### src/rtl/mem_arbiter_if.sv
// Bundle of both cache-side handshakes and the memory-side bus for mem_arbiter.
// The slave modport is the arbiter's view; master is the surrounding system's view.
interface mem_arbiter_if #(
  parameter int WORD_SIZE  = 32,
  parameter int BLOCK_SIZE = 256
);
  logic                  ic_req;
  logic [WORD_SIZE-1:0]  ic_addr;
  logic [BLOCK_SIZE-1:0] ic_rdata;
  logic                  ic_done;

  logic                  dc_req;
  logic                  dc_we;
  logic [WORD_SIZE-1:0]  dc_addr;
  logic [BLOCK_SIZE-1:0] dc_wdata;
  logic [BLOCK_SIZE-1:0] dc_rdata;
  logic                  dc_done;

  logic                  mem_en;
  logic                  mem_we;
  logic [WORD_SIZE-1:0]  mem_addr;
  logic [BLOCK_SIZE-1:0] mem_wdata;
  logic [BLOCK_SIZE-1:0] mem_rdata;

  logic                  busy;

  modport slave (
    input  ic_req, ic_addr, dc_req, dc_we, dc_addr, dc_wdata, mem_rdata,
    output ic_rdata, ic_done, dc_rdata, dc_done,
           mem_en, mem_we, mem_addr, mem_wdata, busy
  );

  modport master (
    output ic_req, ic_addr, dc_req, dc_we, dc_addr, dc_wdata, mem_rdata,
    input  ic_rdata, ic_done, dc_rdata, dc_done,
           mem_en, mem_we, mem_addr, mem_wdata, busy
  );
endinterface

### src/rtl/mem_arbiter.sv
// Round-robin arbiter sharing one fixed-latency block memory between the
// icache refill port and the dcache refill/write-back port.
module mem_arbiter #(
  parameter int WORD_SIZE  = 32,
  parameter int BLOCK_SIZE = 256,
  parameter int LATENCY    = 4
) (
  input  logic            clk,
  input  logic            rst_n,
  mem_arbiter_if.slave    bus
);

  localparam int CNT_W = 8;
  localparam logic [WORD_SIZE-1:0] ALIGN_MASK = ~WORD_SIZE'(32'h1F);

  typedef enum logic [1:0] {IDLE, ACCESS, DONE} state_t;

  state_t                state_q, state_d;
  logic [CNT_W-1:0]      cnt_q, cnt_d;
  logic                  prio_dc_q, prio_dc_d;  // 1 = dc wins a tie
  logic                  owner_dc_q, owner_dc_d;
  logic [WORD_SIZE-1:0]  addr_q, addr_d;
  logic                  we_q, we_d;
  logic [BLOCK_SIZE-1:0] wdata_q, wdata_d;
  logic [BLOCK_SIZE-1:0] ic_rdata_q, ic_rdata_d;
  logic [BLOCK_SIZE-1:0] dc_rdata_q, dc_rdata_d;
  logic                  ic_done_q, ic_done_d;
  logic                  dc_done_q, dc_done_d;
  logic                  mem_en_q, mem_en_d;
  logic                  mem_we_q, mem_we_d;
  logic                  busy_q, busy_d;

  always_comb begin
    state_d    = state_q;
    cnt_d      = cnt_q;
    prio_dc_d  = prio_dc_q;
    owner_dc_d = owner_dc_q;
    addr_d     = addr_q;
    we_d       = we_q;
    wdata_d    = wdata_q;
    ic_rdata_d = ic_rdata_q;
    dc_rdata_d = dc_rdata_q;
    ic_done_d  = 1'b0;
    dc_done_d  = 1'b0;
    mem_en_d   = mem_en_q;
    mem_we_d   = mem_we_q;
    busy_d     = busy_q;

    case (state_q)
      IDLE: begin
        if (bus.ic_req && (!bus.dc_req || !prio_dc_q)) begin
          owner_dc_d = 1'b0;
          addr_d     = bus.ic_addr & ALIGN_MASK;
          we_d       = 1'b0;
          wdata_d    = '0;
          prio_dc_d  = 1'b1;
        end else if (bus.dc_req) begin
          owner_dc_d = 1'b1;
          addr_d     = bus.dc_addr & ALIGN_MASK;
          we_d       = bus.dc_we;
          wdata_d    = bus.dc_wdata;
          prio_dc_d  = 1'b0;
        end
        if (bus.ic_req || bus.dc_req) begin
          state_d  = ACCESS;
          cnt_d    = CNT_W'(LATENCY - 1);
          mem_en_d = 1'b1;
          mem_we_d = bus.ic_req && (!bus.dc_req || !prio_dc_q) ? 1'b0 : bus.dc_we;
          busy_d   = 1'b1;
        end
      end
      ACCESS: begin
        if (cnt_q == '0) begin
          state_d  = DONE;
          mem_en_d = 1'b0;
          mem_we_d = 1'b0;
          // Read data is only valid in the final enable cycle.
          if (!we_q) begin
            if (owner_dc_q) dc_rdata_d = bus.mem_rdata;
            else            ic_rdata_d = bus.mem_rdata;
          end
          ic_done_d = !owner_dc_q;
          dc_done_d = owner_dc_q;
        end else begin
          cnt_d = cnt_q - CNT_W'(1);
        end
      end
      DONE: begin
        state_d = IDLE;
        busy_d  = 1'b0;
      end
      default: begin
        state_d  = IDLE;
        mem_en_d = 1'b0;
        mem_we_d = 1'b0;
        busy_d   = 1'b0;
      end
    endcase
  end

  always_ff @(posedge clk or negedge rst_n) begin
    if (!rst_n) begin
      state_q    <= IDLE;
      cnt_q      <= '0;
      prio_dc_q  <= 1'b0;
      owner_dc_q <= 1'b0;
      addr_q     <= '0;
      we_q       <= 1'b0;
      wdata_q    <= '0;
      ic_rdata_q <= '0;
      dc_rdata_q <= '0;
      ic_done_q  <= 1'b0;
      dc_done_q  <= 1'b0;
      mem_en_q   <= 1'b0;
      mem_we_q   <= 1'b0;
      busy_q     <= 1'b0;
    end else begin
      state_q    <= state_d;
      cnt_q      <= cnt_d;
      prio_dc_q  <= prio_dc_d;
      owner_dc_q <= owner_dc_d;
      addr_q     <= addr_d;
      we_q       <= we_d;
      wdata_q    <= wdata_d;
      ic_rdata_q <= ic_rdata_d;
      dc_rdata_q <= dc_rdata_d;
      ic_done_q  <= ic_done_d;
      dc_done_q  <= dc_done_d;
      mem_en_q   <= mem_en_d;
      mem_we_q   <= mem_we_d;
      busy_q     <= busy_d;
    end
  end

  assign bus.ic_rdata  = ic_rdata_q;
  assign bus.ic_done   = ic_done_q;
  assign bus.dc_rdata  = dc_rdata_q;
  assign bus.dc_done   = dc_done_q;
  assign bus.mem_en    = mem_en_q;
  assign bus.mem_we    = mem_we_q;
  assign bus.mem_addr  = addr_q;
  assign bus.mem_wdata = wdata_q;
  assign bus.busy      = busy_q;

endmodule

### src/flat_wrapper.sv
// flat-port wrapper written by rule: the top's interface ports become plain ports
module mem_arbiter_flat 
#(
  parameter int WORD_SIZE  = 32,
  parameter int BLOCK_SIZE = 256,
  parameter int LATENCY    = 4
)
  (clk, rst_n, bus_ic_req, bus_ic_addr, bus_dc_req, bus_dc_we, bus_dc_addr, bus_dc_wdata, bus_mem_rdata, bus_ic_rdata, bus_ic_done, bus_dc_rdata, bus_dc_done, bus_mem_en, bus_mem_we, bus_mem_addr, bus_mem_wdata, bus_busy);
  mem_arbiter_if #(.WORD_SIZE(WORD_SIZE), .BLOCK_SIZE(BLOCK_SIZE)) bus_i ();
  input  logic clk;
  input  logic rst_n;
  input wire logic [$bits(bus_i.ic_req)-1:0] bus_ic_req;
  input wire logic [$bits(bus_i.ic_addr)-1:0] bus_ic_addr;
  input wire logic [$bits(bus_i.dc_req)-1:0] bus_dc_req;
  input wire logic [$bits(bus_i.dc_we)-1:0] bus_dc_we;
  input wire logic [$bits(bus_i.dc_addr)-1:0] bus_dc_addr;
  input wire logic [$bits(bus_i.dc_wdata)-1:0] bus_dc_wdata;
  input wire logic [$bits(bus_i.mem_rdata)-1:0] bus_mem_rdata;
  output wire logic [$bits(bus_i.ic_rdata)-1:0] bus_ic_rdata;
  output wire logic [$bits(bus_i.ic_done)-1:0] bus_ic_done;
  output wire logic [$bits(bus_i.dc_rdata)-1:0] bus_dc_rdata;
  output wire logic [$bits(bus_i.dc_done)-1:0] bus_dc_done;
  output wire logic [$bits(bus_i.mem_en)-1:0] bus_mem_en;
  output wire logic [$bits(bus_i.mem_we)-1:0] bus_mem_we;
  output wire logic [$bits(bus_i.mem_addr)-1:0] bus_mem_addr;
  output wire logic [$bits(bus_i.mem_wdata)-1:0] bus_mem_wdata;
  output wire logic [$bits(bus_i.busy)-1:0] bus_busy;
  assign bus_i.ic_req = bus_ic_req;
  assign bus_i.ic_addr = bus_ic_addr;
  assign bus_i.dc_req = bus_dc_req;
  assign bus_i.dc_we = bus_dc_we;
  assign bus_i.dc_addr = bus_dc_addr;
  assign bus_i.dc_wdata = bus_dc_wdata;
  assign bus_i.mem_rdata = bus_mem_rdata;
  assign bus_ic_rdata = bus_i.ic_rdata;
  assign bus_ic_done = bus_i.ic_done;
  assign bus_dc_rdata = bus_i.dc_rdata;
  assign bus_dc_done = bus_i.dc_done;
  assign bus_mem_en = bus_i.mem_en;
  assign bus_mem_we = bus_i.mem_we;
  assign bus_mem_addr = bus_i.mem_addr;
  assign bus_mem_wdata = bus_i.mem_wdata;
  assign bus_busy = bus_i.busy;
  mem_arbiter #(.WORD_SIZE(WORD_SIZE), .BLOCK_SIZE(BLOCK_SIZE), .LATENCY(LATENCY)) u_core (.clk(clk), .rst_n(rst_n), .bus(bus_i));
endmodule
### config.mk
export PLATFORM = sky130hd
export DESIGN_NAME = mem_arbiter_flat
export DESIGN_NICKNAME = d
export VERILOG_FILES = /design/src/rtl/mem_arbiter_if.sv /design/src/rtl/mem_arbiter.sv /design/src/flat_wrapper.sv
export SDC_FILE = /design/constraint.sdc
export NUM_CORES = 1
export LEC_CHECK = 0
export CAP_MARGIN = 20
export CORE_AREA = 2 2 543 545
export DETAILED_ROUTE_END_ITERATION = 12
export DIE_AREA = 0 0 545 547
export DONT_BUFFER_PORTS = 1
export PLACE_DENSITY = 0.3
export SLEW_MARGIN = 10
export SYNTH_ARGS = -nofsm -noshare
export SYNTH_HDL_FRONTEND = slang
export SYNTH_SLANG_ARGS = --single-unit
### constraint.sdc
create_clock -name clk -period 2.1 [get_ports clk]
set_input_delay 0.315 -clock clk [delete_from_list [all_inputs] [get_ports clk]]
set_output_delay 0.315 -clock clk [all_outputs]
set_load 0.01 [all_outputs]
# Word-level counts from Yosys, hierarchy flattened
# Index checks and enable logic that the tools add are counted.
[classes] n_reduce_logical=17 n_mux=27 bitwise_logic=4 n_eq_ne=5 add_sub_neg=1
[ops] cell="2-to-1 mux 256 bit" n=2
[ops] cell="2-to-1 mux 32 bit" n=2
[ops] cell="2-to-1 mux 8 bit" n=2
[ops] cell="one-hot mux 8 bit (2 select lines)" n=1
[ops] cell="2-to-1 mux 1 bit" n=14
[ops] cell="zero test 8 bit" n=1
[ops] cell="AND reduction 4 bit" n=2
[ops] cell="subtractor 8 x 1 -> 8 bit, second input constant" n=1
[ops] cell="one-hot mux 1 bit (3 select lines)" n=2
[ops] cell="AND reduction 2 bit" n=3
[ops] cell="AND reduction 3 bit" n=2
[ops] cell="2-to-1 mux 2 bit" n=2
[ops] cell="!= test 2 x 1 -> 1 bit, second input constant" n=2
[ops] cell="inverter 1 bit" n=4
[ops] cell="one-hot mux 2 bit (2 select lines)" n=1
[ops] cell="nonzero test 2 bit" n=2
[ops] cell="zero test 1 bit" n=3
[ops] cell="== test 2 x 1 -> 1 bit, second input constant" n=1
[ops] cell="== test 2 bit, second input constant" n=1
[ops] cell="zero test 2 bit" n=1
[ops] cell="logical OR 1 bit" n=2
[ops] cell="!= test 2 bit, second input constant" n=1
[ops] cell="one-hot mux 1 bit (2 select lines)" n=1
[ops] cell="logical AND 1 bit" n=1
[totals] regBits=818 elab_cells=68

# Depth between registers and ports, before layout
[depth] ltp_word=6 mapped_depth=8

# Worst setup path before layout
# No wires, ideal clock.
[synth_path] kind="register to register" start="reg u_core.cnt_q[0]" end="reg u_core.ic_rdata_q[100] (netlist: u_core.bus.ic_rdata[100])" path_slack_ns=-0.011 t_required_ns=1.975 n_path_buf=2 path_stages_with_launch=9 arrival_ns=1.986 path_cell_list="dfrtp_1 > inv_1 > ha_1 > nor4b_4 > nand3_2 > nor3_2 > buf_2 > buf_4 > mux2_2"
[synth_between] elab_chain_len=2
[synth_lines] element="from (decl)" line="mem_arbiter.sv:19" rtl="logic [CNT_W-1:0] cnt_q, cnt_d;"
[synth_lines] element="from (signal assigned)" line="mem_arbiter.sv:119" rtl="cnt_q <= cnt_d;"
[synth_lines] element="zero test 8 bit" line="mem_arbiter.sv:73" rtl="if (cnt_q == '0) begin"
[synth_lines] element="AND reduction 4 bit (no source line)"
[synth_lines] element="to (signal assigned)" line="mem_arbiter.sv:125" rtl="ic_rdata_q <= ic_rdata_d;"
[synth_lines] element="to (decl)" line="mem_arbiter.sv:25" rtl="logic [BLOCK_SIZE-1:0] ic_rdata_q, ic_rdata_d;"
# No other way between the ends.
# A chain may end at the register's enable or synchronous reset.

# Worst setup path after layout
[layout_path] start="reg u_core.cnt_q[0]" end="reg u_core.ic_rdata_q[120] (netlist: u_core.bus.ic_rdata[120])"
# Same word-level chain as after synthesis.

==> flow_summary.yaml <==
die:
  start_util: 0.102
  fp-row-count: 199
  design.core.area_mm2: 0.293
  die_x_um: 545
  io_pins: 1386
  die_area_mm2: 0.298
  die_h_um: 547
route:
  drtIter0Drc: 1033
  via_count: 20000
  routed_wl_um: 162000
  viasPerCell: 3.04
  drc: 0
  wl_per_cell_um: 24.6
  drt-pass1-iter-count: 6
  ant_nets: 0
yosys:
  synth.most_common_cell: "dfrtp_1"
  synth_compound_area_frac: 0.0875
  synth_area_leaders: "dfrtp_1, mux2_2, a22o_1"
  syn_avg_cell_area_um2: 16.3
  synth_top_family_by_area: "multiplexers"
  synth-edff-count: 0
  synth_commonest_cells: "dfrtp_1, mux2_2, a22o_1"
  synth_mux_area_frac: 0.194
  synthFlopType: "dfrtp_1"
  ys_seq_area_frac: 0.681
  synthAdderAreaFrac: 0.000419
  synth_top_area_frac: 0.681
  ys_warn_count: 0
  yosysTopAreaCell: "dfrtp_1"
  synthXorXnorAreaFrac: 0.00117
  synth_simple_gate_area_frac: 0.00720
  yosys_register_bits: 813
  synth-async-reset-ratio: 1.00
  synth.cell_area_mm2: 0.0299
  postSynthCellCount: 1828
  synth_cell_types: 36
clocking:
  cts_num_sinks: 813
  cts_buffers: 108
  path_clk_slew_ps: 60
  clk_latency_ps: 800
  clockBufferDepth: 4
  htreeDepth: 3
  cts_tree: "yes"
  cts-root-buf: "clkbuf_16"
pwr:
  power_w: 0.0660
  leakage_nw: 19.8
  p_per_area_mw_per_mm2: 1420
  ir_worst_vdd_mv: 0.643
layout:
  drive_gt1_frac: 0.293
  syn2layout_area_growth_pct: 55.2
  final_nets: 3101
  fin_area_mm2: 0.0464
  final_cell_count_no_fill: 6583
  fillCellCount: 32100
timing:
  finClkSkew_ps: 47.2
  final_max_slew_viol_count: 0
  tightestPinTransition_ps: 992
  layout_min_cycle_time_ps: 2360
  fmax_mhz: 423
  finalSetupViolCount: 511
  rsz0062_at_grt: "true"
  relSlewSlack: 0.339
  timing.hold.ws_ps: -781
  post-route-period-util: 1.12
  layout_setup_ws_ps: -262
  report.final.hold_viol_count: 527
placed_design:
  place_area_mm2: 0.0351
  post-dp-hpwl_um: 125000
  dp_cells: 5708
  gp_congestion: 0.902
  dp_slack_ps: -310
  port_buffers: 0
worst_setup_path:
  cp-start-kind: "flop"
  crit_required_ps: 2750
  crit_path_end_kind: "flop"
  criticalPathCategory: "reg2reg"
  crit_arrival_ps: 3010
  crit_fanout: 14
grt:
  antenna_found_initial: 115
  grt_pass1_vias: 21100
  grt_max_degree: 145
  grt_use_total: 0.101
  grt_pass1_wl_um: 207000
  globalRouteOverflowTotal: 0
outcome:
  failed_checks: "hold timing, setup timing"
  status: "finished, violations left"
run:
  cap_violations: 0
min_path:
  holdCritPathClass: "in2async"
## routing by layer
| metal | GRT usage | vias to the layer above | share of wire |
|---|---|---|---|
| met4 | 0.0367 | 56 | 0.040 |
| met2 | 0.188 | 1173 | 0.52 |
| met1 | 0.100 | 10100 | 0.34 |
| li1 | - | 8294 | - |
| met5 | 0 | - | 0.0020 |
| met3 | 0.0399 | 339 | 0.098 |
## through the flow
stage | utilization | setup TNS [ps]
2_1_floorplan | - | -2.35
3_3_place_gp | 0.120 | -124550
3_5_place_dp | 0.120 | -110120
4_1_cts | 0.154 | -102760
5_1_grt | 0.158 | -144940
6_report | 0.158 | -86570
## cells in the final DEF, fill, tap and decap left out, drive strengths merged, types with 6 or more instances in the layout
| master | instances |
|---|---|
| dfrtp | 813 |
| inv | 39 |
| clkbuf | 163 |
| nand2 | 6 |
| buf | 117 |
| clkinv | 22 |
| a22o | 258 |
| nor2 | 11 |
| bufinv | 13 |
| a222oi | 27 |
| mux2 | 512 |
| diode | 67 |
| nor3 | 6 |
| dlygate4sd3 | 570 |
## what timing repair did
| item | 4_1_cts | 5_1_grt |
|---|---|---|
| endpoints found under the setup margin | 512 | 532 |
| pin swaps | 0 | 1 |
| gates resized for setup | 86 | 129 |
| endpoints found under the hold margin | 1336 | 529 |
| setup buffers | 14 | 9 |
| hold buffers | 569 | 1 |
| gates cloned | 6 | 21 |
## sequential cells by signal, summed over array words and instances (netlist names)
signal                cells
u_core.state_q            2
u_core.prio_dc_q          1
u_core.bus.mem_addr      27
u_core.bus.mem_we         1
u_core.bus.ic_done        1
u_core.owner_dc_q         1
u_core.bus.dc_done        1
u_core.bus.dc_rdata     256
u_core.bus.mem_wdata    256
u_core.bus.ic_rdata     256
u_core.bus.mem_en         1
u_core.we_q               1
u_core.cnt_q              8
u_core.bus.busy           1
## path summary, 6_finish.rpt
check,cells after the start,start,slack [ps],to
max,9,u_core.cnt_q[0],-260,u_core.bus.ic_rdata[120]
max reg2reg,9,u_core.cnt_q[0],-260,u_core.bus.ic_rdata[120]
min in group clk,4,bus_ic_req,150,u_core.bus.mem_wdata[211]
max in group asynchronous,2,rst_n,920,u_core.bus.mem_wdata[2]
min reg2reg,1,u_core.prio_dc_q,500,u_core.prio_dc_q
min,0,rst_n,-780,u_core.bus.dc_rdata[110]
## report_power, final
part | switching (W) | internal, W | leakage [nW]
registers | 0.0120 | 0.0221 | 10.5
logic | 0.00474 | 0.00780 | 7.44
clock network | 0.00763 | 0.0117 | 1.80
total | 0.0244 | 0.0416 | 19.8
## worst max-delay path, cell delays in order (launching register included)
cell,delay (ps)
dfrtp_1,390
inv_2,90
ha_4,130
nor4b_4,240
nand3_2,180
nor3_4,210
buf_12,180
buf_16,180
clkbuf_16,220
mux2_2,340
## cell type report
class	count	area (um2)	share of cell area
antenna	67	168	0.00362
clock buffer	146	3030	0.0653
clock inverter	42	617	0.0133
inverter	33	124	0.00267
multi-input combinational	858	9200	0.198
sequential	813	20300	0.439
tap	3919	4900	0.106
timing repair buffer	705	7980	0.172
## cell families after synthesis
kind of cell	Yosys count
compound gates	298
mux	514
simple gates	36
buf+inv	161
xor+xnor	4
flops	813
other cells	1
fa+ha+maj	1
Note: power is estimated with default switching activity, not from simulation.
